**src/rtl/prog_tt_pkg.sv**
```systemverilog
// Shared types and constants for the programmable truth-table unit.
package prog_tt_pkg;

  typedef enum logic {RUN, LOAD} state_e;

  localparam int unsigned HIT_CNT_W = 16;

  function automatic int unsigned tt_bits(input int unsigned n);
    return 32'd1 << n;
  endfunction

endpackage

```
**src/rtl/tt_serial_loader.sv**
```systemverilog
// Serial truth-table loader: shadow shift register, bit counter and commit strobe.
module tt_serial_loader #(
  parameter int unsigned TtBits = 8
) (
  input  logic              clk,
  input  logic              rst_n,
  input  logic              cfg_start,
  input  logic              cfg_valid,
  input  logic              cfg_bit,
  input  logic              active,
  output logic              commit,
  output logic [TtBits-1:0] tt_word
);

  localparam int unsigned CntW = (TtBits > 2) ? $clog2(TtBits) : 1;

  logic [TtBits-1:0] shadow_q, shadow_d;
  logic [CntW-1:0]   cnt_q, cnt_d;
  logic              unused_lsb;

  always_comb begin
    shadow_d = shadow_q;
    cnt_d    = cnt_q;
    commit   = 1'b0;
    // A start always wins over a same-cycle bit, discarding any partial load.
    if (cfg_start) begin
      shadow_d = '0;
      cnt_d    = '0;
    end else if (active && cfg_valid) begin
      shadow_d = {cfg_bit, shadow_q[TtBits-1:1]};
      if (cnt_q == CntW'(TtBits - 1)) begin
        commit = 1'b1;
        cnt_d  = '0;
      end else begin
        cnt_d = cnt_q + 1'b1;
      end
    end
  end

  always_ff @(posedge clk or negedge rst_n) begin
    if (!rst_n) begin
      shadow_q <= '0;
      cnt_q    <= '0;
    end else begin
      shadow_q <= shadow_d;
      cnt_q    <= cnt_d;
    end
  end

  // The committed word includes the bit arriving on the commit edge.
  assign tt_word    = shadow_d;
  assign unused_lsb = shadow_q[0];

endmodule

```
**src/rtl/prog_truth_table.sv**
```systemverilog
// Programmable N-input Boolean function with serial reload and registered lookups.
// Optional hit counter enabled by defining HIT_COUNT_EN.
module prog_truth_table
  import prog_tt_pkg::*;
#(
  parameter int unsigned                    N_IN       = 3,
  parameter logic [tt_bits(N_IN)-1:0]       DEFAULT_TT = 'h46
) (
  input  logic                 clk,
  input  logic                 rst_n,
  input  logic                 cfg_start,
  input  logic                 cfg_valid,
  input  logic                 cfg_bit,
  output logic                 cfg_busy,
  output logic                 cfg_done,
  input  logic                 in_valid,
  output logic                 in_ready,
  input  logic [N_IN-1:0]      x,
  output logic                 out_valid,
  input  logic                 out_ready,
  output logic                 z,
  output logic [HIT_CNT_W-1:0] hit_cnt
);

  localparam int unsigned TT_BITS = tt_bits(N_IN);

  state_e             state_q, state_d;
  logic [TT_BITS-1:0] tt_q, tt_d;
  logic [TT_BITS-1:0] new_tt;
  logic               commit;
  logic               accept;
  logic               z_q, z_d;
  logic               out_valid_q, out_valid_d;
  logic               done_q;

  tt_serial_loader #(
    .TtBits (TT_BITS)
  ) u_loader (
    .clk       (clk),
    .rst_n     (rst_n),
    .cfg_start (cfg_start),
    .cfg_valid (cfg_valid),
    .cfg_bit   (cfg_bit),
    .active    (state_q == LOAD),
    .commit    (commit),
    .tt_word   (new_tt)
  );

  assign in_ready = (state_q == RUN) && (!out_valid_q || out_ready);
  assign accept   = in_valid && in_ready;

  always_comb begin
    state_d     = state_q;
    tt_d        = tt_q;
    z_d         = z_q;
    out_valid_d = out_valid_q;
    unique case (state_q)
      RUN:  if (cfg_start) state_d = LOAD;
      LOAD: if (!cfg_start && commit) state_d = RUN;
      default: state_d = RUN;
    endcase
    if (commit) tt_d = new_tt;
    // Lookups only happen in RUN, so they always see the table before any commit.
    if (accept) begin
      z_d         = tt_q[x];
      out_valid_d = 1'b1;
    end else if (out_ready) begin
      out_valid_d = 1'b0;
    end
  end

  always_ff @(posedge clk or negedge rst_n) begin
    if (!rst_n) begin
      state_q     <= RUN;
      tt_q        <= DEFAULT_TT;
      z_q         <= 1'b0;
      out_valid_q <= 1'b0;
      done_q      <= 1'b0;
    end else begin
      state_q     <= state_d;
      tt_q        <= tt_d;
      z_q         <= z_d;
      out_valid_q <= out_valid_d;
      done_q      <= commit;
    end
  end

  assign z         = z_q;
  assign out_valid = out_valid_q;
  assign cfg_busy  = (state_q == LOAD);
  assign cfg_done  = done_q;

`ifdef HIT_COUNT_EN
  logic [HIT_CNT_W-1:0] hit_q, hit_d;

  always_comb begin
    hit_d = hit_q;
    if (out_valid_q && out_ready && z_q && (hit_q != '1)) hit_d = hit_q + 1'b1;
  end

  always_ff @(posedge clk or negedge rst_n) begin
    if (!rst_n) hit_q <= '0;
    else        hit_q <= hit_d;
  end

  assign hit_cnt = hit_q;
`else
  assign hit_cnt = '0;
`endif

endmodule

```
**config.mk**
```make
export PLATFORM = sky130hd
export DESIGN_NAME = prog_truth_table
export DESIGN_NICKNAME = d
export VERILOG_FILES = /design/src/rtl/prog_tt_pkg.sv /design/src/rtl/tt_serial_loader.sv /design/src/rtl/prog_truth_table.sv
export SDC_FILE = /design/constraint.sdc
export NUM_CORES = 1
export LEC_CHECK = 0
export ABC_AREA = 1
export BUFFER_PORTS_ARGS = -buffer_cell sky130_fd_sc_hd__buf_2
export CORE_MARGIN = 2
export CORE_UTILIZATION = 30
export DETAILED_ROUTE_END_ITERATION = 8
export GPL_ROUTABILITY_DRIVEN = 1
export REMOVE_ABC_BUFFERS = 1
export SLEW_MARGIN = 40
export SYNTH_ARGS = -nofsm -noshare
export SYNTH_HDL_FRONTEND = slang
export SYNTH_SLANG_ARGS = --single-unit
```
**constraint.sdc**
```tcl
create_clock -name clk -period 1.5 [get_ports clk]
set_clock_uncertainty 0.05 [all_clocks]
set_input_delay 0.225 -clock clk [delete_from_list [all_inputs] [get_ports clk]]
set_output_delay 0.225 -clock clk [all_outputs]
set_load 0.02 [all_outputs]
```
Word-level counts from Yosys, hierarchy flattened

Cells that the tools add are included.

Register bits after elaboration: 23
Output and inout bits: 21
Logic and storage cells: 35
Bits of input ports: 10

Magnitude comparators: 1
Multiplexer cells: 15
Reductions and logical operators: 9
Add/sub/neg operators: 1
Bitwise logic cells: 1
Equality and inequality tests: 1

Operator list:

| cell                                                                          | number |
|---|---|
| 8-bit two-way mux                                                             | 2 |
| 3-bit two-way mux                                                             | 3 |
| 1-bit two-way mux                                                             | 8 |
| 1-bit logical AND                                                             | 4 |
| 3-bit by 4-bit less-than comparator with 1-bit output (second input constant) | 1 |
| 2-bit nonzero test                                                            | 2 |
| 3-bit by 1-bit adder with 3-bit output (second input constant)                | 1 |
| 1-bit binary-select mux with 3-bit select                                     | 1 |
| 3-bit == test (second input constant)                                         | 1 |
| 1-bit logical NOT                                                             | 2 |
| 1-bit one-hot mux with 2 select lines                                         | 1 |
| 1-bit logical OR                                                              | 1 |
| 1-bit inverter                                                                | 1 |

Longest topological paths before layout

Gate-level depths: netlist of the first run.

Word-level depth: 7
Mapped depth: 7
Gate-level depth less buffers: 7

By module

A second synthesis of the first run with hierarchy kept.

Cells, all modules: 136
Area total of the unflattened synthesis: 1197.4 um2

By module, submodules not included:

| module           | cells an instance | area an instance (um2) | instances | sequential area each (um2) |
|---|---|---|---|---|
| prog_truth_table | 82                | 691.9                  | 1         | 304.0 |
| tt_serial_loader | 54                | 505.5                  | 1         | 275.3 |

Worst setup path after synthesis of the first run

No wires, ideal clock.

Kind: register to register
From: register out_valid_q, in the netlist out_valid
To: register z_q, in the netlist z
Path buffers: 0
Setup time: 0.065 ns
Slack: 0.201 ns
Required time: 1.385 ns
Period minus slack after synthesis: 1.299 ns
Arrival: 1.185 ns
Cell stages (with the launch flop): 8
Cells stage by stage: dfrtp_1 > inv_1 > nor2_1 > nor2_1 > nand2_1 > inv_1 > nand3_1 > nand2_1

Word-level cells in the longest chain between the ends: 4

RTL lines:

| what                   | RTL line               | text |
|---|---|---|
| start, declared        | prog_truth_table.sv:33 | `logic out_valid_q, out_valid_d;` |
| start signal, assigned | prog_truth_table.sv:83 | `out_valid_q <= out_valid_d;` |
| 1-bit logical NOT      | prog_truth_table.sv:49 | `assign in_ready = (state_q == RUN) && (!out_valid_q \|\| out_ready);` |
| 1-bit logical OR       | prog_truth_table.sv:49 |  |
| 1-bit logical AND      | prog_truth_table.sv:49 |  |
| net in_ready           | prog_truth_table.sv:17 | `output logic in_ready,` |
| 1-bit logical AND      | prog_truth_table.sv:50 | `assign accept = in_valid && in_ready;` |
| end signal, assigned   | prog_truth_table.sv:82 | `z_q <= z_d;` |
| end, declared          | prog_truth_table.sv:32 | `logic z_q, z_d;` |

The timed path passes the listed nets, and every way through them passes these cells.
A chain may end at the register's enable or synchronous reset.

Final worst setup path of the first run

From: register out_valid_q, in the netlist out_valid
To: output in_ready

Word-level cells in the longest chain between the ends: 3

RTL lines:

| what              | RTL line |
|---|---|
| 1-bit logical NOT | prog_truth_table.sv:49 |
| 1-bit logical OR  | prog_truth_table.sv:49 |
| 1-bit logical AND | prog_truth_table.sv:49 |
| end, declared     | prog_truth_table.sv:17 |

No other way between the ends.

==> results.yml, run 1 <==
synth:
  synth-xor-area-share_pct: 0
  ys_seq_area_share_pct: 49.2
  ys_ff_latch: 22
  synthMuxAreaShare_pct: 0
  synth_top_family_by_area: "buffers and inverters"
  ys_async_sr_fraction_pct: 100
  syn_inst: 127
  syn_area_um2: 1130
  ys_types: 19
  synthTopCellsByCount: "nand2_1 (23), inv_1 (21), dfrtp_1 (19), buf_4 (16)"
  synth_compound_area_share_pct: 12.4
  syn_avg_cell_area_um2: 8.87
  synth_edf_count: 0
  synth_area_leader_cell: "dfrtp_1"
  synthFlopType: "dfrtp_1"
  synth_top_area_share_pct: 42.2
  synthAdderAreaFrac_pct: 2.22
  synth-simple-area-share_pct: 16.7
  synth.area.top_cells: "dfrtp_1 (42%), buf_4 (11%), nand2_1 (7.7%), dfstp_2 (7.0%), inv_1 (7.0%)"
  ys_warn_count: 0
  synth_most_common_cell: "nand2_1"
cells_and_area:
  diodes: 0
  layout-drive-gt1-share_pct: 22.2
  layout.nets: 157
  final_cells: 192
  synthToLayoutAreaGrowth_pct: 13.4
  n_fill_cell: 376
status:
  status: "completed"
power_and_ir_drop:
  power_uw: 1370
  ir_worst_vdd_mv: 0.674
  power_density_nw_per_um2: 1070
  p_leak_uw: 0.000657
sta:
  hold_viol_final: 0
  rsz0062_at_grt: "false"
  fin_hold_ws_ns: 0.0973
  drv_slew: 0
  fmax_ghz: 0.753
  fin_crit_ns: 1.33
  setup_viol: 0
  fin_setup_tns_ns: 0
  post-route-period-util_pct: 88.5
drt:
  drt_pre_antenna_iters: 4
  drtAntennaViolNets: 0
  via_per_inst: 4.17
  vias: 801
  drtIter0Drc: 25
  drc: 0
  wl_mm: 1.91
  wl_per_cell_um: 9.95
critical_path:
  arrival_ns: 1.05
  cp-start-kind: "flip-flop"
  critical_path_class: "reg2out"
  worstPathMaxFanout: 2
  critPathCaptureType: "output pin"
  crit_required_ns: 1.22
  cp-startpoint: "out_valid$_DFFE_PN0P_"
  r2r_start: "u_loader.cnt_q[0]$_DFFE_PN0P_"
worst_hold_path:
  hold_class: "in2reg"
  hp-start: "out_ready"
die:
  row_count: 22
  core-area_um2: 3630
  fp.dieArea_um2: 4260
  die_width_um: 65.3
  die_h_um: 65.3
  ios: 31
  initial_core_util_pct: 31.0
clock_tree:
  numCtsBuffers: 3
  clk_latency_ns: 0.26
  cts.clk_slew.worst_paths_ns: 0.08
  cts_tree: "done"
  root_buffer: "clkbuf_8"
  cts_resized: 0
  cts.sinks: 22
  clk_path_buf_depth: 2
  cts_max_level: 1
  cts_setup_buffers: 0
placed_design:
  dpl.cell_count: 187
  hpwl_mm: 1.52
  io_buffers: 14
  gp_congestion: 0.676
flow_run:
  maxCapViolations: 0
global_route:
  track_usage_pct: 9.45
  grt_pass1_vias: 768
  antenna_found_initial: 0
  grt_pass1_wl_mm: 3.22
  grt_max_degree: 23
  grt_overflow: 0
-- cells in the final DEF (no fill, tap or decap), types with 6 or more instances in the layout --
master and instances:
a21oi_1 6, buf_2 14, conb_1 16, dfrtp_1 19
inv_1 21, nand2_1 23, nand3_1 7, nor2_1 6
o21ai_0 6, o21ai_2 7
-- layout make-up --
type                    instances  area [um2]  share of cell area [%]
flip-flops and latches         22         554                    43.4
multi-input cells              81         413                    32.3
repair buffers                 16         100                    7.84
inverters                      21        78.8                    6.17
well taps                      48        60.1                    4.70
clock buffers                   3        41.3                    3.23
clock inverters                 1        30.0                    2.35
-- registers in the layout (all words and copies together) (netlist names) --
| register | cells |
|---|---|
| cfg_done | 1 |
| out_valid | 1 |
| u_loader.cnt_q | 3 |
| tt_q | 8 |
| z | 1 |
| cfg_busy | 1 |
| u_loader.shadow_q | 7 |
-- per-stage QoR --
step	cell area [um2]	utilization (%)	setup WS, ns
floorplan	1050	-	0.183
global placement	1200	32.9	0.249
detailed placement	1200	32.9	0.211
CTS	1280	35.2	0.173
global route	1280	35.2	0.0916
finish	1280	35.2	0.173
-- path summary, 6_finish.rpt --
path,endpoint,depth (start not counted),slack [ns]
worst max-delay path,in_ready,4,0.17
worst min-delay path,out_valid$_DFFE_PN0P_,2,0.1
worst max register to register,tt_q[5]$_DFFE_PN0P_,6,0.19
worst min register to register,z$_DFFE_PN0P_,2,0.43
max in group asynchronous,tt_q[6]$_DFFE_PN1P_,2,0.66
min in group asynchronous,tt_q[0]$_DFFE_PN0P_,2,0.40
-- power by group --
group	switching (uW)	internal [uW]	total [uW]
registers	24.1	633	657
clock network	179	356	535
logic	122	51.5	174
-- cell families (layout without fill, tap and decap cells) --
group                      Yosys count  count (layout)
other                                1              16
and+or+nand+nor                     41              41
adders and majority gates            2               2
DFF                                 22              22
buffers and inverters               39              41
AOI/OAI and AO/OA                   22              22
-- timing repair --
item / 4_1_cts / 5_1_grt
hold buffers: 1 / 0
setup endpoints to repair: 0 / 0
endpoints found under the hold margin: 19 / 0
-- critical path, cell delays in order, from the launching register on --
cell	delay, ns
dfrtp_1	0.38
inv_1	0.07
nor2_1	0.04
nor2_1	0.12
buf_2	0.19
-- routing by layer --
| metal | part of all wire (%) | up-vias | global-route usage [%] |
|---|---|---|---|
| li1 | - | 397 | - |
| met1 | 43 | 382 | 11.8 |
| met3 | 5.5 | 0 | 3.94 |
| met2 | 52 | 22 | 15.9 |
| met4 | 0 | 0 | 0.781 |
| met5 | 0 | - | 0 |
Power figures use the tool's default switching activity.
==> inputs of run 2 (changes only) <==
--- a/config.mk
+++ b/config.mk
@@ -7,7 +7,7 @@
 export LEC_CHECK = 0
 export ABC_AREA = 1
 export BUFFER_PORTS_ARGS = -buffer_cell sky130_fd_sc_hd__buf_2
-export CORE_MARGIN = 2
+export CORE_MARGIN = 5
 export CORE_UTILIZATION = 30
 export DETAILED_ROUTE_END_ITERATION = 8
 export GPL_ROUTABILITY_DRIVEN = 1
==> results.yml, run 2 (synthesis results as in run 1) <==
sta:
  rsz0062_at_grt: "false"
  fin_setup_tns_ns: 0
  fmax_ghz: 0.764
  fin_crit_ns: 1.31
  post-route-period-util_pct: 87.3
  hold_viol_final: 0
  setup_viol: 0
  fin_hold_ws_ns: 0.0933
  drv_slew: 0
clock_tree:
  clk_latency_ns: 0.26
  root_buffer: "clkbuf_8"
  numCtsBuffers: 3
  cts_resized: 0
  clk_path_buf_depth: 2
  cts.sinks: 22
  cts_max_level: 1
  cts_tree: "done"
  cts.clk_slew.worst_paths_ns: 0.08
cells_and_area:
  multiInputGateArea_um2: 413
  final_cells: 193
  diodes: 0
  layout.nets: 158
  largest_register_ffs: 8
  layout_common_cells: "nand2_1 (23), inv_1 (21), dfrtp_1 (19)"
  stdcell_area_um2: 1280
  layout-drive-gt1-share_pct: 22.8
  n_fill_cell: 380
  synthToLayoutAreaGrowth_pct: 14.1
  layout_commonest_cell: "nand2_1"
  reg_top3: "tt_q (8), u_loader.shadow_q (7), u_loader.cnt_q (3)"
  regArea_um2: 554
  regMostFlops: "tt_q"
placed_design:
  gp_congestion: 0.723
  io_buffers: 14
  dpl.cell_count: 188
  place_area_um2: 1200
  hpwl_mm: 1.41
critical_path:
  crit_required_ns: 1.22
  cpMostUsedCell: "nor2_1"
  cp-start-kind: "flip-flop"
  max_stage_delay_ns: 0.38
  critPathCaptureType: "output pin"
  worstPathMaxFanout: 2
  critPathSlowestCell: "dfrtp_1"
  rrSetupSlack_ns: 0.21
  crit_chain: "inv_1 > nor2_1 > nor2_1 > buf_2"
  arrival_ns: 1.03
  critical_path_class: "reg2out"
drt:
  wl_per_cell_um: 9.28
  wl_mm: 1.79
  drc: 0
  vias: 775
  drtAntennaViolNets: 0
  drtIter0Drc: 31
  drt_pre_antenna_iters: 4
  via_per_inst: 4.02
power_and_ir_drop:
  switchingPower_uw: 321
  internal_power_uw: 1040
  comb_power_share_pct: 12.4
  swShare_pct: 23.6
  clkPwrFrac_pct: 39.6
  seqPwrFrac_pct: 47.9
  power_density_nw_per_um2: 1060
  power_uw: 1360
  ir_worst_vdd_mv: 0.476
  p_leak_uw: 0.000662
die:
  fp.dieArea_um2: 5080
  initial_core_util_pct: 30.8
  die_h_um: 71.3
  row_count: 22
  die_width_um: 71.3
  core-area_um2: 3660
  ios: 31
worst_hold_path:
  hold_class: "in2reg"
status:
  status: "completed"
global_route:
  grt_pass1_vias: 714
  grt_overflow: 0
  grt_max_degree: 23
  antenna_found_initial: 0
  grt_pass1_wl_mm: 3.05
  track_usage_pct: 7.55
flow_run:
  maxCapViolations: 0
-- run 2: timing repair --
item / in CTS / in global routing
hold buffers: 1 / 0
hold endpoints to repair: 19 / 0
buffers inserted: 0 / 0
-- run 2: final cells by class --
class / instances / area share [%]
Clock buffer: 3 / 3.21
Tap cell: 48 / 4.67
Timing Repair Buffer: 17 / 8.37
Clock inverter: 1 / 2.34
Multi-Input combinational cell: 81 / 32.1
Sequential cell: 22 / 43.1
Inverter: 21 / 6.13
-- run 2: path summary, 6_finish.rpt --
path,startpoint,end,cells past startpoint
min,out_ready,out_valid$_DFFE_PN0P_,2
min reg2reg,z$_DFFE_PN0P_,z$_DFFE_PN0P_,2
max,out_valid$_DFFE_PN0P_,in_ready,4
max reg2reg,u_loader.cnt_q[0]$_DFFE_PN0P_,tt_q[0]$_DFFE_PN0P_,6
min in group asynchronous,rst_n,u_loader.shadow_q[7]$_DFF_PN0_,2
max in group asynchronous,rst_n,tt_q[6]$_DFFE_PN1P_,2
-- run 2: per-stage QoR --
stage	utilization, %	worst slack, ns
final	35.1	0.191
after floorplan	-	0.183
after CTS	35.1	0.176
after detailed placement	32.9	0.211
after global routing	35.1	0.110
after global placement	32.9	0.249
-- run 2: worst max-delay path: cells and delay by family, from the launching register on --
kind,cells,cell delay [ns]
DFF,1,0.38
buffers and inverters,2,0.24
and+or+nand+nor,2,0.14
-- run 2: layer usage --
metal / GRT usage, % / part of all wire, %
met1: 9.25 / 45
met5: 0 / 0
met2: 11.7 / 45
met4: 3.13 / 1.2
met3: 3.09 / 8.0
-- run 2: power groups by stage --
stage	logic [uW]	registers (uW)	clock network (uW)
finish	169	653	540
global route	193	656	589
CTS	172	653	561
detailed placement	170	665	0
global placement	169	663	0
floorplan	112	666	0
==> inputs of run 3 (changes only) <==
--- a/config.mk
+++ b/config.mk
@@ -8,7 +8,8 @@
 export ABC_AREA = 1
 export BUFFER_PORTS_ARGS = -buffer_cell sky130_fd_sc_hd__buf_2
 export CORE_MARGIN = 5
-export CORE_UTILIZATION = 30
+export CORE_UTILIZATION = 25
+export CTS_CLUSTER_DIAMETER = 30
 export DETAILED_ROUTE_END_ITERATION = 8
 export GPL_ROUTABILITY_DRIVEN = 1
 export REMOVE_ABC_BUFFERS = 1
==> results.yml, run 3 (synthesis results as in run 1) <==
die:
  core-area_um2: 4350
  die_h_um: 77.1
  ios: 31
  initial_core_util_pct: 25.9
  die_width_um: 77.1
  fp.dieArea_um2: 5950
  row_count: 24
cells_and_area:
  stdcell_area_um2: 1240
  synthToLayoutAreaGrowth_pct: 10.4
  diodes: 0
  regMostFlops: "tt_q"
  reg_top3: "tt_q (8), u_loader.shadow_q (7), u_loader.cnt_q (3)"
  layout.nets: 157
  layout_commonest_cell: "nand2_1"
  largest_register_ffs: 8
  layout_common_cells: "nand2_1 (23), inv_1 (21), dfrtp_1 (19)"
  layout-drive-gt1-share_pct: 21.5
  n_fill_cell: 464
worst_hold_path:
  hold_class: "in2reg"
drt:
  wl_per_cell_um: 9.43
  drtIter0Drc: 41
  via_per_inst: 3.84
  vias: 752
  drtAntennaViolNets: 0
  wl_mm: 1.85
  drt_pre_antenna_iters: 4
  drc: 0
clock_tree:
  cts.clk_slew.worst_paths_ns: 0.08
  numCtsBuffers: 3
  cts.sinks: 22
  cts_max_level: 1
  cts_resized: 0
  root_buffer: "clkbuf_8"
  clk_latency_ns: 0.26
  cts_setup_buffers: 0
  cts_tree: "done"
  clk_path_buf_depth: 2
critical_path:
  cp-start-kind: "flip-flop"
  arrival_ns: 1.49
  crit_family: "adder cells"
  crit_chain: "ha_1 > ha_1 > nand2_4 > inv_1 > nand2_1 > o21ai_0"
  cpMostUsedCell: "ha_1"
  critPathCaptureType: "flip-flop"
  max_stage_delay_ns: 0.40
  worstPathMaxFanout: 15
  cp.buffers_inverters: 1
  crit_required_ns: 1.60
  critPathSlowestCell: "dfrtp_1"
  critical_path_class: "reg2reg"
placed_design:
  place_area_um2: 1190
  io_buffers: 14
  hpwl_mm: 1.42
  gp_congestion: 0.668
sta:
  setup_viol: 0
  drv_slew: 0
  rsz0062_at_grt: "false"
  fmax_ghz: 0.719
  fin_hold_ws_ns: 0.108
  hold_viol_final: 0
  post-route-period-util_pct: 92.8
  fin_setup_tns_ns: 0
  fin_crit_ns: 1.39
power_and_ir_drop:
  power_density_nw_per_um2: 955
  ir_worst_vdd_mv: 0.291
  p_leak_uw: 0.000638
global_route:
  grt_max_degree: 23
  grt_overflow: 0
  antenna_found_initial: 0
  grt_pass1_vias: 724
  grt_pass1_wl_mm: 3.33
  track_usage_pct: 6.72
flow_run:
  maxCapViolations: 0
status:
  status: "completed"
-- run 3: cell count changes in the layout (fill, tap and decap cells not counted), sizes merged --
cell,delta
bufinv,-1
clkbuf,+1
buf,-1
-- run 3: layer usage --
layer | GRT usage (%) | vias up | part of all wire [%] | wire, um
met5 | 0 | - | 0 | 0
met4 | 2.06 | 0 | 0.22 | 4
met3 | 2.81 | 2 | 7.3 | 135
met2 | 11.5 | 16 | 46 | 855
met1 | 7.59 | 334 | 46 | 854
li1 | - | 400 | - | -
-- run 3: what timing repair did --
| action | 4_1_cts | 5_1_grt |
|---|---|---|
| endpoints found under the setup margin | 0 | 0 |
| hold buffers | 1 | 0 |
| endpoints found under the hold margin | 19 | 0 |
-- run 3: power breakdown --
group          switching (uW)  internal (uW)  total [uW]
Clock                     175            189         364
Sequential               21.0            633         654
Combinational             117           53.0         170
-- run 3: area by class of cell --
type / count / area, um2 / share of cell area (%)
sequential: 22 / 554 / 44.6
multi-input combinational: 81 / 413 / 33.2
timing repair buffer: 16 / 87.6 / 7.04
inverter: 21 / 78.8 / 6.34
tap: 52 / 65.1 / 5.23
clock buffer: 4 / 45.0 / 3.62
-- run 3: per-stage QoR --
stage | instances | util (%) | power (uW) | setup WS (ns)
floorplan | 124 | - | 779 | 0.183
global placement | 191 | 27.3 | 830 | 0.127
detailed placement | 191 | 27.3 | 833 | 0.106
CTS | 196 | 28.6 | 1210 | 0.0937
global route | 196 | 28.6 | 1270 | 0.0112
finish | 196 | 28.6 | 1190 | 0.108
-- run 3: final timing paths --
path | startpoint | endpoint | slack (ns) | cells past startpoint
worst max-delay path | u_loader.cnt_q[0]$_DFFE_PN0P_ | tt_q[7]$_DFFE_PN0P_ | 0.11 | 6
worst min-delay path | out_ready | out_valid$_DFFE_PN0P_ | 0.11 | 2
worst max register to register | u_loader.cnt_q[0]$_DFFE_PN0P_ | tt_q[7]$_DFFE_PN0P_ | 0.11 | 6
worst min register to register | z$_DFFE_PN0P_ | z$_DFFE_PN0P_ | 0.43 | 2
max in group asynchronous | rst_n | tt_q[1]$_DFFE_PN1P_ | 0.63 | 2
min in group asynchronous | rst_n | u_loader.cnt_q[1]$_DFFE_PN0P_ | 0.41 | 2
